## src/rtl/mac_result_drain.sv

```systemverilog
// Samples the MAC accumulator once per programmable window, rounds/saturates
// each sample to OUT_W bits and queues it in a small FIFO with a valid/ready port.
module mac_result_drain #(
    parameter int IN_W  = 25,
    parameter int OUT_W = 16,
    parameter int SHIFT = 8,
    parameter int DEPTH = 4
) (
    input  logic                     clk,
    input  logic                     reset,
    input  logic [IN_W-1:0]          mac_in,
    input  logic [7:0]               acc_len,
    input  logic                     start,
    input  logic                     stop,
    output logic [OUT_W-1:0]         out_data,
    output logic                     out_valid,
    input  logic                     out_ready,
    output logic [$clog2(DEPTH):0]   level,
    output logic                     busy,
    output logic                     sat_flag,
    output logic                     overflow
);

    localparam int AW = $clog2(DEPTH);

    // Handshake: a word transfers on any rising edge where out_valid && out_ready;
    // out_valid is purely registered FIFO state and never looks at out_ready.

    typedef enum logic {
        IDLE = 1'b0,
        RUN  = 1'b1
    } state_t;

    state_t     state_q, state_d;
    logic [7:0] len_q, len_d;
    logic [7:0] cnt_q, cnt_d;
    logic       capture;

    always_ff @(posedge clk or negedge reset) begin
        if (!reset) begin
            state_q <= IDLE;
            len_q   <= '0;
            cnt_q   <= '0;
        end else begin
            state_q <= state_d;
            len_q   <= len_d;
            cnt_q   <= cnt_d;
        end
    end

    // stop overrides start; a capture due in the stop cycle still happens.
    always_comb begin
        state_d = state_q;
        len_d   = len_q;
        cnt_d   = cnt_q;
        capture = 1'b0;
        case (state_q)
            IDLE: begin
                if (start && !stop) begin
                    state_d = RUN;
                    len_d   = acc_len;
                    cnt_d   = acc_len - 8'd1;
                end
            end
            RUN: begin
                if (start && !stop) begin
                    len_d = acc_len;
                    cnt_d = acc_len - 8'd1;
                end else if (len_q != 8'd0 && cnt_q == 8'd0) begin
                    capture = 1'b1;
                    cnt_d   = len_q - 8'd1;
                end else begin
                    cnt_d = cnt_q - 8'd1;
                end
                if (stop) begin
                    state_d = IDLE;
                end
            end
            default: state_d = IDLE;
        endcase
    end

    assign busy = (state_q == RUN);

    // Round half up in IN_W+1 bits so the carry out of the add is kept.
    localparam logic [IN_W:0] HALF = {{IN_W{1'b0}}, 1'b1} << (SHIFT - 1);
    localparam logic [IN_W:0] MAXV = {{(IN_W + 1 - OUT_W){1'b0}}, {OUT_W{1'b1}}};

    logic [IN_W:0]      rounded;
    logic               sat;
    logic [OUT_W-1:0]   push_val;

    assign rounded  = ({1'b0, mac_in} + HALF) >> SHIFT;
    assign sat      = (rounded > MAXV);
    assign push_val = sat ? {OUT_W{1'b1}} : rounded[OUT_W-1:0];

    logic [OUT_W-1:0] mem_q [DEPTH];
    logic [AW-1:0]    wr_q, wr_d;
    logic [AW-1:0]    rd_q, rd_d;
    logic [AW:0]      level_q, level_d;
    logic             sat_q, sat_d;
    logic             ovf_q, ovf_d;
    logic             full, pop, push;

    assign out_valid = (level_q != '0);
    assign full      = (level_q == (AW + 1)'(DEPTH));
    assign pop       = out_valid && out_ready;
    // A full FIFO still accepts a push when the head leaves in the same cycle.
    assign push      = capture && (!full || pop);

    always_comb begin
        wr_d    = wr_q;
        rd_d    = rd_q;
        level_d = level_q;
        sat_d   = sat_q;
        ovf_d   = ovf_q;
        if (push) begin
            wr_d = wr_q + AW'(1);
        end
        if (pop) begin
            rd_d = rd_q + AW'(1);
        end
        if (push && !pop) begin
            level_d = level_q + (AW + 1)'(1);
        end else if (pop && !push) begin
            level_d = level_q - (AW + 1)'(1);
        end
        if (capture && sat) begin
            sat_d = 1'b1;
        end
        if (capture && !push) begin
            ovf_d = 1'b1;
        end
    end

    always_ff @(posedge clk or negedge reset) begin
        if (!reset) begin
            for (int i = 0; i < DEPTH; i++) begin
                mem_q[i] <= '0;
            end
            wr_q    <= '0;
            rd_q    <= '0;
            level_q <= '0;
            sat_q   <= 1'b0;
            ovf_q   <= 1'b0;
        end else begin
            if (push) begin
                mem_q[wr_q] <= push_val;
            end
            wr_q    <= wr_d;
            rd_q    <= rd_d;
            level_q <= level_d;
            sat_q   <= sat_d;
            ovf_q   <= ovf_d;
        end
    end

    assign out_data = mem_q[rd_q];
    assign level    = level_q;
    assign sat_flag = sat_q;
    assign overflow = ovf_q;

endmodule
```

## config.mk

```make
export PLATFORM = sky130hd
export DESIGN_NAME = mac_result_drain
export DESIGN_NICKNAME = d
export VERILOG_FILES = /design/src/rtl/mac_result_drain.sv
export SDC_FILE = /design/constraint.sdc
export NUM_CORES = 1
export LEC_CHECK = 0
export ABC_AREA = 1
export BUFFER_PORTS_ARGS = -buffer_cell sky130_fd_sc_hd__buf_2
export CAP_MARGIN = 5
export CORE_MARGIN = 3
export CORE_UTILIZATION = 40
export CTS_CLUSTER_SIZE = 12
export DETAILED_ROUTE_END_ITERATION = 12
export PLACE_DENSITY = 0.57
export SYNTH_ARGS = -nofsm -noshare
export SYNTH_HDL_FRONTEND = slang
export SYNTH_SLANG_ARGS = --single-unit
```

## constraint.sdc

```tcl
create_clock -name clk -period 3.7 [get_ports clk]
set_clock_uncertainty 0.15 [all_clocks]
set_input_delay 0.185 -clock clk [delete_from_list [all_inputs] [get_ports clk]]
set_output_delay 0.185 -clock clk [all_outputs]
set_load 0.01 [all_outputs]
```

# == After elaboration in Yosys (flattened, before gate mapping) ==
# Index checks and enable logic that the tools add are counted.
# totals
reg_bits,90
out_inout_bits,23
in_bits,38
# classes
bitwise,3
n_lt_le_gt_ge,4
n_reduce_logical,18
eq_ne,2
muxes,20
add_sub_neg,8
# ops
operator,count
$bwmux 64,1
$mux 16,4
$bmux 16 s2,1
$demux 16 s2,1
$mux 8,4
$add 25x8->26 const B,1
$sub 8x1->8 const B,3
$gt 18x16->1 const B,1
$pmux 8 s2,1
$logic_and 1x1->1,9
$logic_not 8->1,1
$reduce_bool 8->1,1
$ge 3x3->1 const B,2
$mux 3,2
$not 2->3,2
$mux 1,5
$add 2x1->2 const B,2
$logic_not 1->1,4
$add 3x1->3 const B,1
$eq 3x3->1 const B,1
$lt 3x1->1 const B,1
$reduce_bool 3->1,1
$sub 3x1->3 const B,1
$ne 2x2->1 const B,1
other kinds (4),4

# == Longest topological paths before layout ==
# depth
ltp_word,10
ltp_mapped,15
mapped_depth_nobuf,15

# == Least setup slack after synthesis ==
# OpenSTA, ideal clock, no wires.
# synth_path
path_type,register to register
start,reg cnt_q[1]
end,"reg level_q[2], in the netlist level[2]"
path_buffers,0
t_required_ps,3419
slack_ps,1331
path_stages_with_launch,14
arrival_ps,2088
cell_sequence,dfrtp_1 -> nor2_2 -> nand2_2 -> nor2_8 -> nand2_8 -> nor2_8 -> nand2_4 -> inv_12 -> ha_1 -> inv_1 -> fa_1 -> a21oi_1 -> o21ai_0 -> xor2_1
# synth_via
elab_chain_cells,9
word_cells_on_any_way,11
classes_between,mux (4); reduce/logical (7)
# synth_lines
element,line_no,source
from (decl),36,"logic [7:0] cnt_q, cnt_d;"
from (signal assigned),47,cnt_q <= cnt_d;
$logic_not 8->1 *,69,end else if (len_q != 8'd0 && cnt_q == 8'd0) begin
$logic_and 1x1->1 *,69,
$mux 1 *,69,
$mux 1 *,66,if (start && !stop) begin
$mux 1 *,57,case (state_q)
$logic_and 1x1->1 *,109,assign push = capture && (!full || pop);
via push,103,"logic full, pop, push;"
$logic_not 1->1,125,end else if (pop && !push) begin
$logic_and 1x1->1,125,
$reduce_bool 2->1 (no source line),--,
to (signal assigned),152,level_q <= level_d;
to (decl),100,"logic [AW:0] level_q, level_d;"
# The timed path passes the listed nets; every way through them passes the cells marked *.
# A chain may end at the register's enable or synchronous reset.

# == Final worst setup path ==
# layout_path
start,in stop
end,"reg level_q[2], in the netlist level[2]"
# layout_via
elab_chain_cells,8
word_cells_on_any_way,10
classes_between,mux (3); reduce/logical (7)
# layout_lines
element,line_no,source
from (decl),14,"input logic stop,"
$logic_not 1->1 *,66,
$logic_and 1x1->1 *,66,
$mux 1 *,66,
$mux 1 *,57,
$logic_and 1x1->1 *,109,
via push,103,
$logic_not 1->1,125,
$logic_and 1x1->1,125,
$reduce_bool 2->1 (no source line),--,
# Marks and branches as above.

==> results.py <==
metrics = {
    "outcome": {
        "status": "completed",
    },
    "floorplanning": {
        "coreArea_sq_um": 12100,
        "io_pins": 61,
        "die_w_microns": 118,
        "start_util": 0.413,
        "std_cell_rows": 40,
        "dieArea_sq_um": 13900,
        "floorplan.die.height_microns": 118,
    },
    "synthesis": {
        "synth_top_family_by_area": "simple AND/OR/NAND/NOR gates",
        "synth_top_area_cell": "dfrtp_1",
        "synth-edff-count": 0,
        "synth_area_sq_um": 5000,
        "synth-simple-area-share": 0.249,
        "syn_inst": 602,
        "synthAdderAreaFrac": 0.0240,
        "synth_xor_xnor_area_share": 0.0385,
        "yosys.area.top_type_share": 0.450,
        "ys_ff_latch": 90,
        "async_flop_share": 1.00,
        "ys.flop_type": "dfrtp_1",
        "synth_nets": 649,
        "synth_compound_area_frac": 0.154,
        "yosysWarnings": 0,
        "synth_most_common_cell": "nand2_1",
        "muxShareOfSynthArea": 0.00225,
        "synth_commonest_cells": "121 x nand2_1, 107 x nor2_1, 90 x dfrtp_1",
        "post_synth.cell_area_avg_sq_um": 8.31,
        "seq_area_frac_synth": 0.450,
        "ys_types": 37,
        "synth.area.top_cells": "dfrtp_1 45%, nand2_1 9.1%, nor2_1 8.0%",
    },
    "power": {
        "ir_worst_vdd_mv": 0.271,
        "seqPwrFrac": 0.392,
        "power.density_nw_per_um2": 633,
        "p_sw_frac": 0.387,
        "power_w": 0.00365,
        "pwr-share-clk": 0.239,
        "power_frac_comb": 0.369,
        "total_leakage_power_nw": 2.78,
        "internal_power_w": 0.00224,
        "p_sw_w": 0.00141,
    },
    "sta": {
        "grt_setup_unrepaired": "false",
        "setup_viol": 0,
        "period_needed_ns": 2.71,
        "worst_slack_ns": 0.986,
        "post-route-period-util": 0.733,
        "clock.fmax_mhz": 368,
        "max_slew_margin": 0.449,
        "tns_ns": 0,
        "tightestPinTransition_ns": 0.827,
        "hold_viol": 0,
        "slew_violations": 0,
    },
    "worst_setup_path": {
        "cp-end-kind": "flop",
        "cpMostUsedCell": "nor2_2",
        "path_delay_family": "buffers and inverters",
        "crit_type": "input port to flop",
        "cp-start-kind": "input port",
        "required_ns": 3.77,
        "cp_max_fo": 23,
        "arrival_ns": 2.78,
        "slowest_stage": "dlygate4sd3_1",
        "crit_buf_inv": 6,
        "cp_slowest_stage_delay_ns": 0.52,
        "worstPathCellList": "dlygate4sd3_1 -> buf_2 -> nor2_2 -> buf_4 -> nor2_2 -> inv_2 -> nor2_8 -> nand2_4 -> inv_12 -> ha_1 -> inv_1 -> fa_1 -> a21oi_1 -> o21ai_0 -> xor2_1",
    },
    "global_routing": {
        "grtUsageTotal": 0.181,
        "grt_pass1_vias": 4209,
        "grt_pass1_wl_microns": 20400,
        "antenna_found_initial": 0,
        "grt_start_max_net_pins": 66,
        "grt_overflow_total": 0,
    },
    "cts": {
        "htreeDepth": 3,
        "clkTransAtPathRegs_ns": 0.07,
        "cts-root-buf": "clkbuf_16",
        "cts.sinks": 90,
        "cts_made_buffers": 9,
        "cts.path.max_buffers": 2,
        "cts_tree": "yes",
        "insertion_delay_ns": 0.34,
    },
    "finish": {
        "fin_area_sq_um": 5770,
        "antenna_cells": 0,
        "nFillCells": 1231,
        "drive_above_1_share": 0.162,
        "nets": 707,
        "areaGrowthSynthToFinish_pct": 15.3,
    },
    "routing": {
        "dr.first_iter.drc_count": 267,
        "viasPerCell": 5.07,
        "route.detailed.drc": 0,
        "ant_nets": 0,
        "wl_microns": 11800,
        "dr_total_vias": 4224,
        "drtPass1Iterations": 5,
        "wl_per_cell_microns": 14.2,
    },
    "placed_design": {
        "dp_worst_setup_slack_ns": 1.10,
        "place.gp.congestion": 0.958,
        "post-dp-hpwl_microns": 8060,
        "place_area_sq_um": 5360,
        "io_buffers": 53,
    },
    "worst_hold_path": {
        "min_path_type": "input port to flop",
    },
    "flow_run": {
        "maxCapViolCount": 0,
    },
}
kinds of logic (layout without fill, tap and decap cells):
kind of cell    after synthesis  after routing
buf+inv                      73            136
simple gates                278            278
fa+ha+maj                     9              9
flops                        90             90
compound gates              129            129
mux                           1              1
xor+xnor                     22             22
layout make-up:
class / count / area [sq um] / share of cell area
Clock inverter: 7 / 65.1 / 0.0113
Multi-Input combinational cell: 439 / 2340 / 0.406
Timing Repair Buffer: 70 / 425 / 0.0737
Sequential cell: 90 / 2250 / 0.390
Clock buffer: 9 / 225 / 0.0390
Inverter: 50 / 250 / 0.0434
Tap cell: 168 / 210 / 0.0364
worst reg2reg max path, delay by kind of cell, from the launching register on:
family / cells / cell delay, ns
buffers and inverters: 2 / 0.18
and+or+nand+nor: 6 / 0.75
DFF: 1 / 0.40
AOI/OAI and AO/OA: 2 / 0.25
xor gates and xnor gates: 1 / 0.16
adders and majority gates: 2 / 0.53
path summary, 6_finish.rpt:
check / start / end / slack [ns] / depth (start not counted)
max in group asynchronous: reset / mem_q[33] / 2.22 / 3
hold reg to reg: mem_q[17] / mem_q[17] / 0.33 / 2
hold / removal: mac_in[20] / mem_q[44] / 0.12 / 5
setup / recovery: stop / level[2] / 0.99 / 15
min in group asynchronous: reset / len_q[1] / 0.32 / 2
setup reg to reg: cnt_q[1] / level[2] / 1.16 / 13
repair_timing:
item | in CTS | in global routing
hold endpoints to repair | 75 | 0
hold buffers | 12 | 0
gates resized for setup | 0 | 0
setup buffers | 0 | 0
cells in the final DEF, fill, tap and decap left out, types with 2 or more instances in the layout:
master and count:
a31oi_1 41, ha_1 8, o22ai_1 17, a21oi_1 5
clkinvlp_4 2, dlygate4sd3_1 12, o221ai_1 3, nand2_8 5
nor3_2 2, xor2_1 16, xnor2_1 6, nor2_2 3
buf_4 6, nand3_1 23, nand4_1 5, buf_2 52
a31oi_2 4, o21ai_0 54, nand2_4 2, nor2_1 107
o21bai_1 3, clkinv_4 2, nand2_1 121, dfrtp_1 90
clkbuf_16 9, inv_2 9, nor2_8 2, nor3_1 6
inv_1 36, clkinv_8 5
power groups by stage:
stage               clock network, W  logic (W)  registers [W]
floorplan                          0   0.000942        0.00141
global placement                   0    0.00133        0.00144
detailed placement                 0    0.00135        0.00144
CTS                         0.000910    0.00136        0.00143
global route                0.000953    0.00154        0.00147
finish                      0.000873    0.00135        0.00143
metrics by stage:
| step | std cells | hold slack (ns) | utilization |
|---|---|---|---|
| global placement | 805 | 0.188 | 0.442 |
| CTS | 833 | 0.101 | 0.476 |
| finish | 833 | 0.124 | 0.476 |
| floorplan | 602 | -0.261 | - |
| detailed placement | 805 | 0.190 | 0.442 |
| global route | 833 | 0.135 | 0.476 |
sequential cells by signal, indices dropped and copies added (netlist names):
register,flops
wr_q,2
cnt_q,8
busy,1
rd_q,2
mem_q,64
level,3
overflow,1
sat_flag,1
len_q,8
layer usage:
layer,track usage,share of wire
met3,0.0428,0.045
met5,0,0
met4,0.0513,0.0097
met2,0.297,0.49
met1,0.241,0.46
Note: power is estimated with default switching activity, not from simulation.
